===== src/rtl/acc_pkg.sv =====
// Shared types and default widths for the sequential multi-operand accumulator.
package acc_pkg;

  localparam int ACC_DATA_WIDTH = 4;
  localparam int ACC_CNT_WIDTH  = 4;

  typedef enum logic [1:0] {
    ST_IDLE  = 2'd0,
    ST_ACCUM = 2'd1,
    ST_DONE  = 2'd2
  } acc_state_t;

endpackage


===== src/rtl/seq_accumulator_rca_n.sv =====
// N-bit combinational ripple-carry adder (a + b + cin -> sum, cout).
module rca_n #(
  parameter int N = 4
) (
  input  logic [N-1:0] a,
  input  logic [N-1:0] b,
  input  logic         cin,
  output logic [N-1:0] sum,
  output logic         cout
);

  logic [N:0] w_c;

  assign w_c[0] = cin;

  for (genvar i = 0; i < N; i++) begin : g_bit
    assign sum[i]   = a[i] ^ b[i] ^ w_c[i];
    assign w_c[i+1] = (a[i] & b[i]) | (w_c[i] & (a[i] ^ b[i]));
  end

  assign cout = w_c[N];

endmodule


===== src/rtl/seq_accumulator.sv =====
// Burst accumulator: sums LEN operands through one rca_n, reports sum + sticky carry.
// Optional macro ACC_SATURATE_EN clamps the accumulator to all-ones on any carry-out.
module seq_accumulator
  import acc_pkg::*;
#(
  parameter int DATA_WIDTH = ACC_DATA_WIDTH,
  parameter int CNT_WIDTH  = ACC_CNT_WIDTH
) (
  input  logic                  clk,
  input  logic                  rst_n,
  input  logic                  start,
  input  logic [CNT_WIDTH-1:0]  len,
  input  logic                  in_valid,
  output logic                  in_ready,
  input  logic [DATA_WIDTH-1:0] in_data,
  output logic                  out_valid,
  input  logic                  out_ready,
  output logic [DATA_WIDTH-1:0] out_sum,
  output logic                  out_carry,
  output logic                  busy
);

  acc_state_t            r_state;
  acc_state_t            w_state_nxt;
  logic [DATA_WIDTH-1:0] r_acc;
  logic [CNT_WIDTH-1:0]  r_cnt;
  logic [CNT_WIDTH-1:0]  r_len_q;
  logic                  r_carry_q;

  logic [DATA_WIDTH-1:0] w_sum;
  logic                  w_cout;
  logic [DATA_WIDTH-1:0] w_acc_nxt;
  logic                  w_accept;
  logic                  w_last;

  rca_n #(.N(DATA_WIDTH)) u_rca (
    .a    (r_acc),
    .b    (in_data),
    .cin  (1'b0),
    .sum  (w_sum),
    .cout (w_cout)
  );

`ifdef ACC_SATURATE_EN
  // Once saturated, acc is all-ones so any further non-zero add carries out again.
  assign w_acc_nxt = w_cout ? {DATA_WIDTH{1'b1}} : w_sum;
`else
  assign w_acc_nxt = w_sum;
`endif

  assign w_accept = (r_state == ST_ACCUM) && in_valid;
  assign w_last   = (r_cnt == (r_len_q - CNT_WIDTH'(1)));

  always_ff @(posedge clk or negedge rst_n) begin
    if (!rst_n) r_state <= ST_IDLE;
    else        r_state <= w_state_nxt;
  end

  always_comb begin
    w_state_nxt = r_state;
    case (r_state)
      ST_IDLE:  if (start) w_state_nxt = (len == '0) ? ST_DONE : ST_ACCUM;
      ST_ACCUM: if (w_accept && w_last) w_state_nxt = ST_DONE;
      ST_DONE:  if (out_ready) w_state_nxt = ST_IDLE;
      default:  w_state_nxt = ST_IDLE;
    endcase
  end

  always_ff @(posedge clk or negedge rst_n) begin
    if (!rst_n) begin
      r_acc     <= '0;
      r_cnt     <= '0;
      r_len_q   <= '0;
      r_carry_q <= 1'b0;
    end else begin
      case (r_state)
        ST_IDLE: begin
          if (start) begin
            r_len_q   <= len;
            r_acc     <= '0;
            r_cnt     <= '0;
            r_carry_q <= 1'b0;
          end
        end
        ST_ACCUM: begin
          if (w_accept) begin
            r_acc     <= w_acc_nxt;
            r_carry_q <= r_carry_q | w_cout;
            // Hold at len_q-1 on the final operand; the next burst clears it.
            if (!w_last) r_cnt <= r_cnt + CNT_WIDTH'(1);
          end
        end
        default: ;
      endcase
    end
  end

  // The result is only exposed in DONE so a partial sum never leaks out.
  assign in_ready  = (r_state == ST_ACCUM);
  assign out_valid = (r_state == ST_DONE);
  assign busy      = (r_state != ST_IDLE);
  assign out_sum   = (r_state == ST_DONE) ? r_acc : '0;
  assign out_carry = (r_state == ST_DONE) && r_carry_q;

endmodule

===== config.mk =====
export PLATFORM = sky130hd
export DESIGN_NAME = seq_accumulator
export DESIGN_NICKNAME = d
export VERILOG_FILES = /design/src/rtl/acc_pkg.sv /design/src/rtl/seq_accumulator_rca_n.sv /design/src/rtl/seq_accumulator.sv
export SDC_FILE = /design/constraint.sdc
export NUM_CORES = 1
export LEC_CHECK = 0
export CAP_MARGIN = 20
export CORE_AREA = 4 4 54 56
export CTS_BUF_LIST = sky130_fd_sc_hd__clkbuf_16
export DETAILED_ROUTE_END_ITERATION = 8
export DIE_AREA = 0 0 58 60
export GPL_TIMING_DRIVEN = 1
export HOLD_SLACK_MARGIN = 0.02
export PLACE_DENSITY = 0.76
export SYNTH_ARGS = -nofsm -noshare
export SYNTH_HDL_FRONTEND = slang
export SYNTH_SLANG_ARGS = --single-unit
export TNS_END_PERCENT = 30

===== constraint.sdc =====
create_clock -name clk -period 2.67 [get_ports clk]
set_clock_uncertainty 0.2 [all_clocks]
set_input_delay 0.267 -clock clk [delete_from_list [all_inputs] [get_ports clk]]
set_output_delay 0.267 -clock clk [all_outputs]
set_load 0.02 [all_outputs]

==> results.toml <==
[status]
outcome = "completed"

[cts]
clock_tree_from_tritoncts = "done"
cts_sinks = 15
cts_hold_repair.buffers = 0
cts_repair_resize_count = 0
cts-root-buf = "sky130_fd_sc_hd__clkbuf_16"
clockBufferDepth = 2
postCtsSetupRepairBufs = 0
htree_num_levels = 1
cts.reportedPaths.clkPinSlew_ns = 0.05
cts_buffers = 3
worstSkewPairLatency_ns = 0.24

[floorplan]
chipWidth_microns = 58
die-area_sq_um = 3480
effective_utilization_at_floorplan_pct = 39.35
row_count = 18
die_h_microns = 60
io-pin-count = 21
placeableCoreArea_sq_um = 2432

[worst_hold_path]
worst_hold_path_type = "primary input to asynchronous set/reset pin"

[timing]
post_route_worst_setup_slack_ns = 0.1983
setup_viol = 0
finalHoldViolCount = 0
drv_slew = 0
finalWorstPathRequiredPeriod_ns = 2.472
tightestPinTransition_ns = 0.6912
timing.final.crit_share_pct = 92.57
slew_headroom_pct = 53.78
grt_setup_unrepaired = "false"
max_freq_ghz = 0.4046

[grt]
grt_max_degree = 16
grt_pass1_vias = 786
grt-ovfl-total = 0
global_route_wire_length_before_repair_microns = 3360
globalRouteTotalUtil_pct = 12.61
antenna_violations_before_repair = 0

[drt]
detailed_route_vias_per_instance = 5.078
met2_length_microns = 1011
drt_iter0_drc = 13
antenna_violating_nets_post_route = 0
met3_wirelength_microns = 156
wl_met1_microns = 857
drc_errors = 0
detailroute.via_count = 777
top_layer = "met3"
totalWireLength_microns = 2025
route.detailed.wl_per_inst_microns = 13.24
detail_route.first_pass.iterations = 4

[worst_setup_path]
critical_path.startpoint_type = "primary input"
timing.critical_path.required_ns = 2.62
cp_data_arrival_time_ns = 2.42
crit_path_end_kind = "flop"
path_class = "primary input to flop"
worst-path-max-fanout = 1
worst-r2r-setup-slack_ns = 0.25

[final_layout]
final_cell_count_no_fill = 153
fill_cells = 239
fin_nets = 143
layout-area-overhead-vs-synth_pct = 31.90
antenna-diode-count = 0
share_of_cells_above_drive_strength_1_pct = 7.317
final_area_sq_um = 1262

[pwr]
power.internal_mw = 0.8726
ir_drop_mv = 0.5922
clkPwrFrac_pct = 20.1
power-per-cell-area_nw_per_um2 = 1141
total_leakage_power_nw = 0.5529
sw_frac_of_total_pct = 39.43
power.share.combinational_pct = 49.6
p_seq_share_pct = 30.3
total_switching_power_mw = 0.5681

[yosys]
synthesis.nets = 120
synthMostInstantiatedCell = "sky130_fd_sc_hd__nand2_1"
synthesis.yosys.warnings = 0
synth-seq-cells = 15
top_post_synthesis_cells_by_count = "sky130_fd_sc_hd__nand2_1 (22), sky130_fd_sc_hd__dfrtp_1 (15), sky130_fd_sc_hd__inv_1 (7), sky130_fd_sc_hd__o21ai_0 (7), sky130_fd_sc_hd__and2_1 (6)"
synthTopCellsByArea = "sky130_fd_sc_hd__dfrtp_1 (39%), sky130_fd_sc_hd__nand2_1 (8.6%), sky130_fd_sc_hd__fa_1 (6.3%)"
synth.yosys.seq_area_share_pct = 39.22
synthesized_area_sq_um = 957.2
primary_flip_flop_cell_chosen_by_synthesis_mapping = "sky130_fd_sc_hd__dfrtp_1"
post_synth_inst_count = 101
avgSynthCellArea_sq_um = 9.477
synth_top_area_share_pct = 39.22
synth_async_sr_flop_share_pct = 100.0
synthDistinctLibCells = 33
synthDominantAreaCellType = "sky130_fd_sc_hd__dfrtp_1"
synth_enable_flop_cells = 0

[placement]
numPlacedInstances = 149
placed_cell_area_sq_um = 1182
dp_worst_setup_slack_ns = -0.07710
globalplace.congestion = 0.7760
place.port_buffers = 20
dpl.hpwl_microns = 1627

[job]
drv.max_cap_violation_count = 0
cell usage in the layout (no fill, tap or decap), types with 2 or more instances in the layout:
master / count
sky130_fd_sc_hd__inv_1: 7
sky130_fd_sc_hd__nand2b_1: 5
sky130_fd_sc_hd__xnor2_1: 3
sky130_fd_sc_hd__fa_1: 3
sky130_fd_sc_hd__nor2b_1: 2
sky130_fd_sc_hd__clkdlybuf4s50_1: 20
sky130_fd_sc_hd__nor2_1: 3
sky130_fd_sc_hd__a211oi_1: 2
sky130_fd_sc_hd__o21ai_0: 7
sky130_fd_sc_hd__clkbuf_16: 3
sky130_fd_sc_hd__nand2_1: 22
sky130_fd_sc_hd__mux2i_1: 2
sky130_fd_sc_hd__dfrtp_1: 15
sky130_fd_sc_hd__and2_1: 6
sky130_fd_sc_hd__a21oi_1: 2
sky130_fd_sc_hd__ha_1: 3
stage by stage:
stage | power, mW | setup TNS [ns] | hold slack, ns | utilization (%)
after floorplan | 0.9720 | 0 | -0.2286 | -
after CTS | 1.460 | 0 | 0.2673 | 51.90
after detailed placement | 1.160 | -0.07710 | 0.2778 | 48.61
after global placement | 1.111 | 0 | 0.2760 | 48.61
after global routing | 1.566 | 0 | 0.3074 | 51.90
final | 1.441 | 0 | 0.2454 | 51.90
path summary, 6_finish.rpt:
| check | start | to | depth (start not counted) |
|---|---|---|---|
| setup / recovery | in_data[0] | r_acc[3] | 8 |
| hold / removal | rst_n | r_acc[3] | 1 |
| max in group asynchronous | rst_n | r_len_q[1] | 1 |
| min in group clk | r_carry_q | r_carry_q | 1 |
| setup reg to reg | r_acc[0] | r_acc[3] | 7 |
| hold reg to reg | r_carry_q | r_carry_q | 1 |
cells by family after synthesis:
family	after synthesis	synth area share, %
AO/OA/AOI/OAI	20	14.90
XOR/XNOR	5	6.275
adder cells (fa/ha/maj)	6	10.20
buffers and inverters	10	4.836
flip-flops	15	39.22
multiplexers	2	2.092
AND/OR/NAND/NOR	43	22.48
worst max-delay path, cell delays in order:
cell and delay, ns:
sky130_fd_sc_hd__clkdlybuf4s50_1 0.41, sky130_fd_sc_hd__ha_1 0.21, sky130_fd_sc_hd__fa_1 0.38, sky130_fd_sc_hd__fa_1 0.39, sky130_fd_sc_hd__inv_1 0.08, sky130_fd_sc_hd__fa_1 0.39
sky130_fd_sc_hd__nand2b_1 0.14, sky130_fd_sc_hd__o21ai_0 0.17
area by class of cell:
type                            instances  area [sq um]  share of cell area [%]
Multi-Input combinational cell         76         535.5                   42.42
Sequential cell                        15         375.4                   29.73
Timing Repair Buffer                   21         207.7                   16.45
Clock buffer                            3         75.07                   5.946
Tap cell                               30         37.54                   2.973
Inverter                                7         26.28                   2.081
Clock inverter                          1         5.005                  0.3964
power by group through the flow:
stage	registers (mW)	clock network (mW)	logic (mW)
finish	0.437	0.289	0.714
global route	0.451	0.310	0.806
CTS	0.438	0.295	0.727
detailed placement	0.442	0	0.718
global placement	0.432	0	0.679
floorplan	0.408	0	0.564
layer usage:
metal  track usage, %  vias up
met2            22.74       31
li1                 -      385
met5                0        -
met3            3.240        0
met1            14.30      361
met4            4.636        0
flip-flops by register name, summed over array words and instances, names as in the netlist:
register and count:
r_state 2, r_len_q 4, r_acc 4, r_carry_q 1, r_cnt 4
Note: power is estimated with default switching activity, not from simulation.
